File: src/rtl/mult_share_arbiter.sv
// mult_share_arbiter: round-robin controller that shares one combinational
// 4x4 unsigned multiplier among NREQ requesters.
//   NREQ requesters (2..8). IDW is derived from NREQ and must not be overridden.
//   clk, rst_n            : rising-edge clock, asynchronous active-low reset
//   req_valid/req_a/req_b : per-requester strobe and packed 4-bit operands
//   req_ready             : one-hot grant, asserted combinationally in IDLE
//   rsp_valid/rsp_ready   : response handshake; rsp_id/rsp_p held while stalled
//   mul_a/mul_b/mul_p     : connection to the shared mult4x4
//   chk_err               : sticky product self-check error
// Optional feature: define MULT_ARB_CHECK_EN to build the product checker;
// without it chk_err is tied low.
module mult_share_arbiter #(
  parameter int unsigned NREQ = 4,
  parameter int unsigned IDW  = $clog2(NREQ)
) (
  input  logic                clk,
  input  logic                rst_n,
  input  logic [NREQ-1:0]     req_valid,
  input  logic [4*NREQ-1:0]   req_a,
  input  logic [4*NREQ-1:0]   req_b,
  output logic [NREQ-1:0]     req_ready,
  output logic                rsp_valid,
  input  logic                rsp_ready,
  output logic [IDW-1:0]      rsp_id,
  output logic [7:0]          rsp_p,
  output logic [3:0]          mul_a,
  output logic [3:0]          mul_b,
  input  logic [7:0]          mul_p,
  output logic                chk_err
);

  localparam int unsigned OPW = 4;

  typedef enum logic [1:0] {IDLE, CALC, RESP} state_t;

  state_t           state, state_n;
  logic [IDW-1:0]   last;
  logic [OPW-1:0]   op_a, op_b;
  logic [IDW-1:0]   gnt_idx;
  logic             gnt_any;
  logic             accept;
  logic [NREQ-1:0]  grant_oh;

  assign mul_a = op_a;
  assign mul_b = op_b;

  // Round-robin search starting just after the last winner.
  always_comb begin
    logic [IDW-1:0] idx;
    gnt_idx = '0;
    gnt_any = 1'b0;
    for (int unsigned i = 1; i <= NREQ; i++) begin
      idx = IDW'((32'(last) + i) % NREQ);
      if (!gnt_any && req_valid[idx]) begin
        gnt_any = 1'b1;
        gnt_idx = idx;
      end
    end
  end

  assign grant_oh = NREQ'(1) << gnt_idx;

  // State register.
  always_ff @(posedge clk or negedge rst_n) begin
    if (!rst_n) state <= IDLE;
    else        state <= state_n;
  end

  // Next state and grant; rst_n gating keeps req_ready low while in reset.
  always_comb begin
    state_n   = state;
    accept    = 1'b0;
    req_ready = '0;
    case (state)
      IDLE: begin
        if (gnt_any && rst_n) begin
          accept    = 1'b1;
          req_ready = grant_oh;
          state_n   = CALC;
        end
      end
      CALC:    state_n = RESP;
      RESP:    if (rsp_ready) state_n = IDLE;
      default: state_n = IDLE;
    endcase
  end

  // Operand capture, pointer update and response register.
  always_ff @(posedge clk or negedge rst_n) begin
    if (!rst_n) begin
      last      <= IDW'(NREQ - 1);
      op_a      <= '0;
      op_b      <= '0;
      rsp_id    <= '0;
      rsp_p     <= '0;
      rsp_valid <= 1'b0;
    end else begin
      if (accept) begin
        op_a   <= req_a[OPW*gnt_idx +: OPW];
        op_b   <= req_b[OPW*gnt_idx +: OPW];
        rsp_id <= gnt_idx;
        last   <= gnt_idx;
      end
      if (state == CALC) begin
        rsp_p     <= mul_p;
        rsp_valid <= 1'b1;
      end else if (state == RESP && rsp_ready) begin
        rsp_valid <= 1'b0;
      end
    end
  end

`ifdef MULT_ARB_CHECK_EN
  logic chk_q;

  // Sticky compare of the shared multiplier result against a local product.
  always_ff @(posedge clk or negedge rst_n) begin
    if (!rst_n) begin
      chk_q <= 1'b0;
    end else if (state == CALC && mul_p != ({4'd0, op_a} * {4'd0, op_b})) begin
      chk_q <= 1'b1;
    end
  end

  assign chk_err = chk_q;
`else
  assign chk_err = 1'b0;
`endif

endmodule

File: config.mk
export PLATFORM = sky130hd
export DESIGN_NAME = mult_share_arbiter
export DESIGN_NICKNAME = d
export VERILOG_FILES = /design/src/rtl/mult_share_arbiter.sv
export SDC_FILE = /design/constraint.sdc
export NUM_CORES = 1
export LEC_CHECK = 0
export BUFFER_PORTS_ARGS = -buffer_cell sky130_fd_sc_hd__buf_4
export CORE_MARGIN = 2
export CORE_UTILIZATION = 47
export CTS_CLUSTER_DIAMETER = 100
export DETAILED_ROUTE_END_ITERATION = 8
export GPL_TIMING_DRIVEN = 0
export PLACE_DENSITY = 0.84
export SLEW_MARGIN = 20
export SYNTH_ARGS = -nofsm -noshare
export SYNTH_HDL_FRONTEND = slang
export SYNTH_SLANG_ARGS = --single-unit
File: constraint.sdc
create_clock -name clk -period 4.09 [get_ports clk]
set_input_delay 0.2045 -clock clk [delete_from_list [all_inputs] [get_ports clk]]
set_output_delay 0.2045 -clock clk [all_outputs]
set_load 0.005 [all_outputs]
# [Yosys cells after proc, flatten, opt, wreduce, memory -nomap -nowiden]
# Cells that the tools add are included.
[totals] reg_bits=23 out_inout_bits=24
[classes] addsub=4 magnitude_cmp=4 n_eq_ne=4 shifts=3 mux=25 n_reduce_logical=11
[op_table] cell="variable part select 16 x 5 -> 4 bit" n=2
[op_table] cell="< comparator 2 x 3 -> 1 bit, second input constant" n=4
[op_table] cell="two-way mux 1 bit" n=12
[op_table] cell="two-way mux 2 bit" n=6
[op_table] cell="binary-select mux 1 bit (select 2 bit)" n=4
[op_table] cell="two-way mux 4 bit" n=2
[op_table] cell="one-hot mux 2 bit (3 select lines)" n=1
[op_table] cell="logical AND 1 bit" n=5
[op_table] cell="adder 2 x 1 -> 2 bit, second input constant" n=2
[op_table] cell="adder 2 bit, second input constant" n=2
[op_table] cell="inequality test 2 bit, second input constant" n=2
[op_table] cell="<< shifter 1 x 2 -> 4 bit, first input constant" n=1
[op_table] cell="logical NOT 1 bit" n=3
[op_table] cell="equality test 2 x 1 -> 1 bit, second input constant" n=1
[op_table] cell="equality test 2 bit, second input constant" n=1
[op_table] cell="logical NOT 2 bit" n=1
[op_table] cell="AND reduction 2 bit" n=1
[op_table] cell="nonzero test 2 bit" n=1

# [Logic depth before layout (Yosys ltp)]
# Gate-level depths: netlist of run 1.
[depth] word_depth=16 mapped_depth=6

# [Worst setup path after synthesis of run 1]
# OpenSTA, ideal clock, no wires.
[synth_timing] path_kind="register to output" startpoint="register last[1]" endpoint="output req_ready[0]" arrival_ps=1375 path_slack_ps=2510 path_stages_with_launch=6 n_path_buf=1 cell_sequence="dfstp_2 > mux2i_1 > o221ai_2 > nor2b_2 > buf_6 > nor2b_1"
[synth_via] elab_chain_cells=16 word_cells_on_any_way=30 cone_classes="add/sub: 4; shift: 1; mux: 18; reduce/logical: 7"
[synth_rtl] element="start: declaration" line_no="37" text="logic [IDW-1:0] last;"
[synth_rtl] element="start signal: assignment" line_no="91" text="last <= IDW'(NREQ - 1);"
[synth_rtl] element="start signal: assignment" line_no="102" text="last <= gnt_idx;"
[synth_rtl] element="adder 2 x 1 -> 2 bit" line_no="53" text="idx = IDW'((32'(last) + i) % NREQ);"
[synth_rtl] element="binary-select mux 1 bit (select 2 bit)" line_no="54" text="if (!gnt_any && req_valid[idx]) begin"
[synth_rtl] element="two-way mux 1 bit (implied by the code)" line_no="54"
[synth_rtl] element="two-way mux 1 bit" line_no="54"
[synth_rtl] element="logical NOT 1 bit" line_no="54"
[synth_rtl] element="logical AND 1 bit" line_no="54"
[synth_rtl] element="two-way mux 1 bit" line_no="54"
[synth_rtl] element="logical NOT 1 bit" line_no="54"
[synth_rtl] element="logical AND 1 bit" line_no="54"
[synth_rtl] element="two-way mux 1 bit" line_no="54"
[synth_rtl] element="logical NOT 1 bit" line_no="54"
[synth_rtl] element="logical AND 1 bit" line_no="54"
[synth_rtl] element="two-way mux 2 bit or two-way mux 1 bit (tied branches)" line_no="54"
[synth_rtl] element="<< shifter 1 x 2 -> 4 bit or logical AND 1 bit (tied branches)" line_no="61, 76"
[synth_rtl] element="two-way mux 4 bit *" line_no="76" text="if (gnt_any && rst_n) begin"
[synth_rtl] element="two-way mux 4 bit *" line_no="74" text="case (state)"
[synth_rtl] element="end: declaration" line_no="21" text="output logic [NREQ-1:0] req_ready,"
# Every way passes the cells marked *; elsewhere a longest branch is shown, timed or not. The select of a mux whose other input is x is not followed.

# [Final worst setup path of run 1]
[layout_timing] startpoint="input rst_n" endpoint="output req_ready[0]"
[layout_via] elab_chain_cells=3
[layout_rtl] element="start: declaration" line_no="17" text="input logic rst_n,"
[layout_rtl] element="logical AND 1 bit" line_no="76"
[layout_rtl] element="two-way mux 4 bit" line_no="76"
[layout_rtl] element="two-way mux 4 bit" line_no="74"
# Every way passes these cells.

==> metrics.md, run 1 <==
| Metric | Value |
|---|---|
| Status | `completed` |
| Crit end category | `primary output` |
| Rows | `18` |
| First-pass GRT wire length | `5271 um` |
| Yosys reg bits | `23` |
| I/O pins | `71` |
| Setup violators final | `0` |
| Max_cap viols | `0` |
| Pleak | `a little over 0.9 nW` |
| Antenna diode count | `0` |
| Worst reg2reg endpoint | `mul_a[1]` |
| Yosys warns | `0` |
| Post-synth EDFFs | `0` |
| Worst Hold Class | `primary input to flip-flop` |
| Cell area after synthesis | `between 1000 and 1500 um2` |
| Register area share after synthesis | `between 40% and 50%` |
| Clock Sink Count | `23` |
| Crit path arrival time | `roughly 2300 ps` |
| Via Count | `approximately 1100` |
| VDD IR-drop max | `approximately 0.00045 V` |
| Pre-CTS WS | `2169 ps` |
| Post-DP HPWL | `2557 um` |
| Ys flop type | `dfrtp_1` |
| R2R Setup Slk | `between 2000 and 2500 ps` |
| Chip height | `56.03 um` |
| Crit-path max FO | `24` |
| Setup TNS | `0 ps` |
| Post-Synthesis Cells | `approximately 110` |
| RSZ-0062 raised after global routing | `no` |
| Syn Area/Cell | `11.78 um2` |
| R2R depth | `5` |
| H-Tree Depth | `1` |
| I/O Buffers | `69` |
| CTS Root Cell | `clkbuf_4` |
| Largest net degree at the start of global routing | `25` |
| Nets | `230` |
| Clock skew | `between 2 and 3 ps` |
| Req. time, crit path | `slightly below 4000 ps` |
| Hold Startpoint | `mul_p[5]` |
| Hold Path Cell Cnt | `2` |
| Total GRT Usage | `20.72%` |
| Share of layout cells above drive strength 1 | `between 50% and 60%` |
| Reg clk slew, reported paths | `about 120 ps` |
| Die span in x | `56.03 um` |
| Fmax | `roughly 400 MHz` |
| Post-DRT Antenna Nets | `0` |
| Initial antenna violation count | `0` |
| Hold Violations, Final | `0` |
| Synthesized net count | `around 160` |
| Tcrit/Tclk final | `between 60% and 70%` |
| Hold Path End | `rsp_p[5]` |
| Pre-antenna DRT Iters | `4` |
| Initial Util | `50.45%` |
| Ranking of synthesized cells by area | `dfrtp_1 (41%), mux2i_1 (13%), a221oi_2 (9.4%)` |
| Final min period | `roughly 2500 ps` |
| Pwr Total | `roughly 1.1 mW` |
| Pwr per Cell Area | `a little over 600 nW/um2` |
| Die area | `between 3000 and 4000 um2` |
| Post-cts sizing count | `0` |
| Inserted Clock Buffers | `3` |
| Final Max Tran Viols | `0` |
| DRC Markers | `0` |
| Clk Latency, worst-skew pair | `~300 ps` |
| Yosys cell types | `26` |
| Gr ovfl total | `0` |
| Largest area contributor in the netlist | `dfrtp_1` |
| Async SR Flop Fraction | `between 90% and 100%` |
| Drt total wl | `roughly 3200 um` |
| CP Class | `primary input to primary output` |
| GP Congestion | `0.8430` |
| Vias per cell | `about 5.3` |
| Area delta synth->final | `46.61%` |
| Drt initial violations | `29` |
| DR WL/cell | `approximately 15 um` |
| CTS tree | `yes` |
| Startpoint Class | `primary input` |
| CTS Buffer Depth | `2` |
| Fillers | `187` |
| Vias in the first global route | `about 1200` |
| CORE AREA | `roughly 2500 um2` |
| Top-area cell type share of the netlist area | `about two fifths` |
| PnR worst setup slack | `1613 ps` |
| Critical R2R Launch | `last[1]` |
## flip-flops by register name, summed over array words and instances (netlist names)
| register | flops |
|---|---|
| mul_b | 4 |
| rsp_id | 2 |
| rsp_p | 8 |
| last | 2 |
| mul_a | 4 |
| rsp_valid | 1 |
| state | 2 |
## timing repair
item	CTS	global route
setup endpoints to repair	0	0
setup buffers	0	0
hold buffers	1	0
hold endpoints to repair	21	0
## cell type report
type,instances,area [um2],share of cell area (%)
clock inverter,1,5.005,0.2683
sequential,23,578.1,30.99
buffer,7,53.80,2.884
tap,30,37.54,2.012
clock buffer,3,22.52,1.207
timing repair buffer,70,528.0,28.30
multi-input combinational,75,629.4,33.74
inverter,3,11.26,0.6036
## power by group
part	leakage (nW)	switching [mW]	internal (mW)	total, mW
combinational	0.639	0.261	0.338	0.599
clock	0.0177	0.0669	0.0365	0.103
sequential	0.263	0.0795	0.346	0.425
total	0.919	0.407	0.720	1.13
## kinds of logic (layout without fill, tap and decap cells)
family / count (synthesis) / in the layout / share of synthesized area (%)
buffers and inverters: 10 / 84 / 5.112
other: 1 / 1 / 0.2947
flip-flops: 23 / 23 / 45.43
AO/OA/AOI/OAI: 17 / 17 / 13.77
multiplexers: 25 / 25 / 20.45
AND/OR/NAND/NOR: 32 / 32 / 14.95
## routing by layer
layer,wire [um],GRT usage [%],vias to the layer above,share of wire (%)
met1,1216,24.08,571,38
li1,-,-,530,-
met5,0,0,-,0
met3,112,3.023,2,3.5
met4,12,6.463,0,0.38
met2,1841,38.66,27,58
## how the worst max path moves through the flow
stage / from / endpoint / slack, ps / cells after the start
after floorplan: last[1] / req_ready[0] / 2510 / 5
after global placement: rst_n / req_ready[0] / 2160 / 6
after detailed placement: rst_n / req_ready[0] / 2170 / 6
after CTS: rst_n / req_ready[0] / 1610 / 7
after global routing: rst_n / req_ready[0] / 1420 / 7
final: rst_n / req_ready[0] / 1610 / 7
## critical path: stages
cell and delay (ps):
dlygate4sd3_1 530, buf_4 300, nor4b_4 470, nor2b_2 290
buf_6 180, nor2b_1 160, buf_4 120
## cell usage after synthesis (2+ instances only)
cell and instances:
nor3b_1 2, buf_4 3, inv_1 3, mux2_1 8, buf_6 2, dfstp_2 2, nor2b_1 4, o21ai_1 3
nor2_1 13, a21oi_1 5, nand2b_1 2, a221oi_2 8, dfrtp_1 21, nand2_1 4, mux2i_1 17
## through the flow
stage / cell area (um2) / std cells / hold WS [ps] / util [%]
CTS: 1866 / 212 / 96.57 / 73.96
floorplan: 1272 / 108 / -91.09 / -
finish: 1866 / 212 / 109.6 / 73.96
global route: 1866 / 212 / 92.74 / 73.96
global placement: 1828 / 207 / 111.4 / 72.47
detailed placement: 1828 / 207 / 115.7 / 72.47
## cells in the final DEF (no fill, tap or decap), types with 4 or more instances in the layout
cell type  netlist  layout
a21oi_1          5       5
nor2_1          13      13
nand2_1          4       4
nor2b_1          4       4
buf_4            3      72
dfrtp_1         21      21
a221oi_2         8       8
mux2_1           8       8
mux2i_1         17      17
Power figures use the tool's default switching activity.
==> run 2: changes to the inputs <==
Settings changed: CORE_UTILIZATION 47 to 39, PLACE_DENSITY 0.84 to 0.75.
Clock period 4.09 ns to 2 ns, I/O delays scaled along.
==> run 2 against run 1 <==
- sequential power increased by 100%
- count of clock-buffer cells in the layout is the same
- via count up 7.9%
- critical path depth increased by 1
- sequential share of layout area is 4.5 points lower
- largest cell class is now non-clock buffers
- setup slack lost 1500 ps
- combinational power rose to 2.6 times the previous value
==> metrics.md, run 2 (synthesized netlist as in run 1, its figures left out) <==
| Metric | Value |
|---|---|
| Post-DRT Antenna Nets | `0 (unchanged)` |
| Number of flip-flops in the largest register | `8 (unchanged)` |
| CP max-delay cell | `dfstp_2` |
| Worst path cell trace | `buf_4 -> o21ai_1 -> a21oi_1 -> nor3_2 -> buf_6 -> buf_4 -> nor2b_1 -> buf_4` |
| Startpoint Class | `flip-flop` |
| Commonest non-fill, non-tap cell in the layout | `buf_4` |
| Setup violators final | `0 (unchanged)` |
| I/O Buffers | `69 (unchanged)` |
| Clock Sink Count | `23 (unchanged)` |
| CP Class | `flip-flop to primary output` |
| Max incr delay on CP | `580 ps (+50 ps)` |
| Clk Latency, worst-skew pair | `310 ps (about the same)` |
| Pwr per Cell Area | `1198 nW/um2 (+98%)` |
| Hold Path End | `rsp_valid` |
| Worst reg2reg endpoint | `mul_a[1]` |
| Worst path bufs/invs | `4 (unchanged)` |
| Critical path's top delay family | `flip-flops` |
| Hold Path Cell Cnt | `4 (+2)` |
| Hold Startpoint | `rsp_ready` |
| Inserted Clock Buffers | `3 (unchanged)` |
| Vias per cell | `4.725 (-11%)` |
| Final Max Tran Viols | `0 (unchanged)` |
| Gr ovfl total | `0 (unchanged)` |
| R2R Setup Slk | `110 ps (-2300 ps)` |
| Share of layout cells above drive strength 1 | `57.01% (+5.4 points)` |
| Reg clk slew, reported paths | `130 ps (about the same)` |
| Drt initial violations | `36 (+24%)` |
| Rel. slew slack | `about two thirds` |
| Worst Tran Pin Value | `roughly 510 ps` |
| Pre-CTS WS | `263.9 ps (-1905 ps)` |
| Area delta synth->final | `71.48%` |
| Req. time, crit path | `1900 ps (-1990 ps)` |
| DRC Markers | `0 (unchanged)` |
| Hold Violations, Final | `0 (unchanged)` |
| I/O pins | `71 (unchanged)` |
| Critical R2R Launch | `last[0]` |
| Nets | `262 (+14%)` |
| Initial Util | `41.34% (-9.1 points)` |
| VDD IR-drop max | `0.0005819 V (+30%)` |
| CORE AREA | `3078 um2 (+22%)` |
| Chip height | `61.12 um (+9.1%)` |
| Design area | `2182 um2 (+17%)` |
| PnR worst setup slack | `67.20 ps (-1546 ps)` |
| Status | `completed` |
| CTS tree | `yes` |
| Tcrit/Tclk final | `a little over nine tenths` |
| Vias in the first global route | `1193 (-0.25%)` |
| RSZ-0062 raised after global routing | `yes` |
| Fmax | `517.4 MHz` |
| Total GRT Usage | `19.78% (-0.94 points)` |
| Crit path arrival time | `1830 ps (-440 ps)` |
| R2R depth | `9 (+4)` |
| Post-DP HPWL | `2516 um (-1.6%)` |
| Max_cap viols | `0 (unchanged)` |
| Placed Area | `1846 um2 (+0.96%)` |
| Final cell count without fillers | `258 (+22%)` |
| Drt total wl | `3694 um (+16%)` |
| Crit-path max FO | `4 (-83%)` |
| Setup TNS | `0 ps (unchanged)` |
| H-Tree Depth | `1 (unchanged)` |
| Via Count | `1219 (+7.9%)` |
| Antenna diode count | `0 (unchanged)` |
| Die span in x | `61.12 um (+9.1%)` |
| DR WL/cell | `14.32 um (-4.7%)` |
| Most frequent cells in the layout | `buf_4 (93), dfrtp_1 (21), mux2i_1 (17)` |
| Rows | `20 (+2)` |
| Pwr Total | `2.613 mW (+130%)` |
| CTS Root Cell | `clkbuf_4` |
| Clock skew | `4.750 ps (+2.154 ps)` |
| Placed Cells | `221 (+6.8%)` |
| Largest net degree at the start of global routing | `24 (-4.0%)` |
| CTS Buffer Depth | `2 (unchanged)` |
| Die area | `3736 um2 (+19%)` |
| Initial antenna violation count | `0 (unchanged)` |
| Final min period | `~1900 ps` |
| CP most frequent cell | `buf_4` |
| Largest Register | `rsp_p` |
| Pleak | `1.080 nW (+17%)` |
| Worst Hold Class | `primary input to flip-flop` |
| GP Congestion | `0.7456 (-12%)` |
| Crit end category | `primary output` |
| First-pass GRT wire length | `5382 um (+2.1%)` |
| Pre-antenna DRT Iters | `4 (unchanged)` |
[run 2: area by class of cell]
cell class,count,area [um2]
Buffer,7,72.57
Clock buffer,3,22.52
Clock inverter,1,7.507
Fill cell,242,895.9
Inverter,3,11.26
Multi-Input combinational cell,75,645.6
Sequential cell,23,578.1
Tap cell,44,55.05
Timing Repair Buffer,102,789.5
[run 2: stage by stage]
step	util, %	hold WS [ps]
after floorplan	-	-195.6
after global placement	59.96	9.108
after detailed placement	59.96	15.99
after CTS	64.96	107.8
after global routing	70.89	110.5
final	70.89	119.2
[run 2: worst min-delay path, cell delays in order]
cell and delay (ps):
buf_4 90, nand2_1 40, a21oi_1 130, a21oi_1 50
[run 2: how the worst max path moves through the flow]
stage                     slack (ps)     start            to  depth (start not counted)
after floorplan                  480   last[1]      mul_a[0]                          5
after global placement           270  state[0]  req_ready[0]                          5
after detailed placement         260  state[0]  req_ready[0]                          5
after CTS                          2   last[1]  req_ready[1]                          7
after global routing             -40   last[1]  req_ready[0]                          7
final                             70   last[0]  req_ready[0]                          8
[run 2: power by group]
| part | internal (mW) | total, mW | switching [mW] |
|---|---|---|---|
| registers | 0.707 | 0.865 | 0.158 |
| logic | 0.914 | 1.53 | 0.612 |
| clock network | 0.0762 | 0.223 | 0.146 |
| total | 1.70 | 2.61 | 0.916 |
[run 2: metal layers]
metal	GRT usage (%)	wire [um]
met1	24.40	1507
met2	33.43	1926
met3	4.832	223
met4	7.453	36
met5	0	0
[run 2: timing repair]
action / 4_1_cts / 5_1_grt
endpoints found under the setup margin: 4 / 4
pin swaps: 2 / 6
resized for setup: 1 / 10
hold endpoints to repair: 31 / 21
gates cloned: 0 / 0
buffers inserted: 4 / 19
hold buffers: 9 / 1
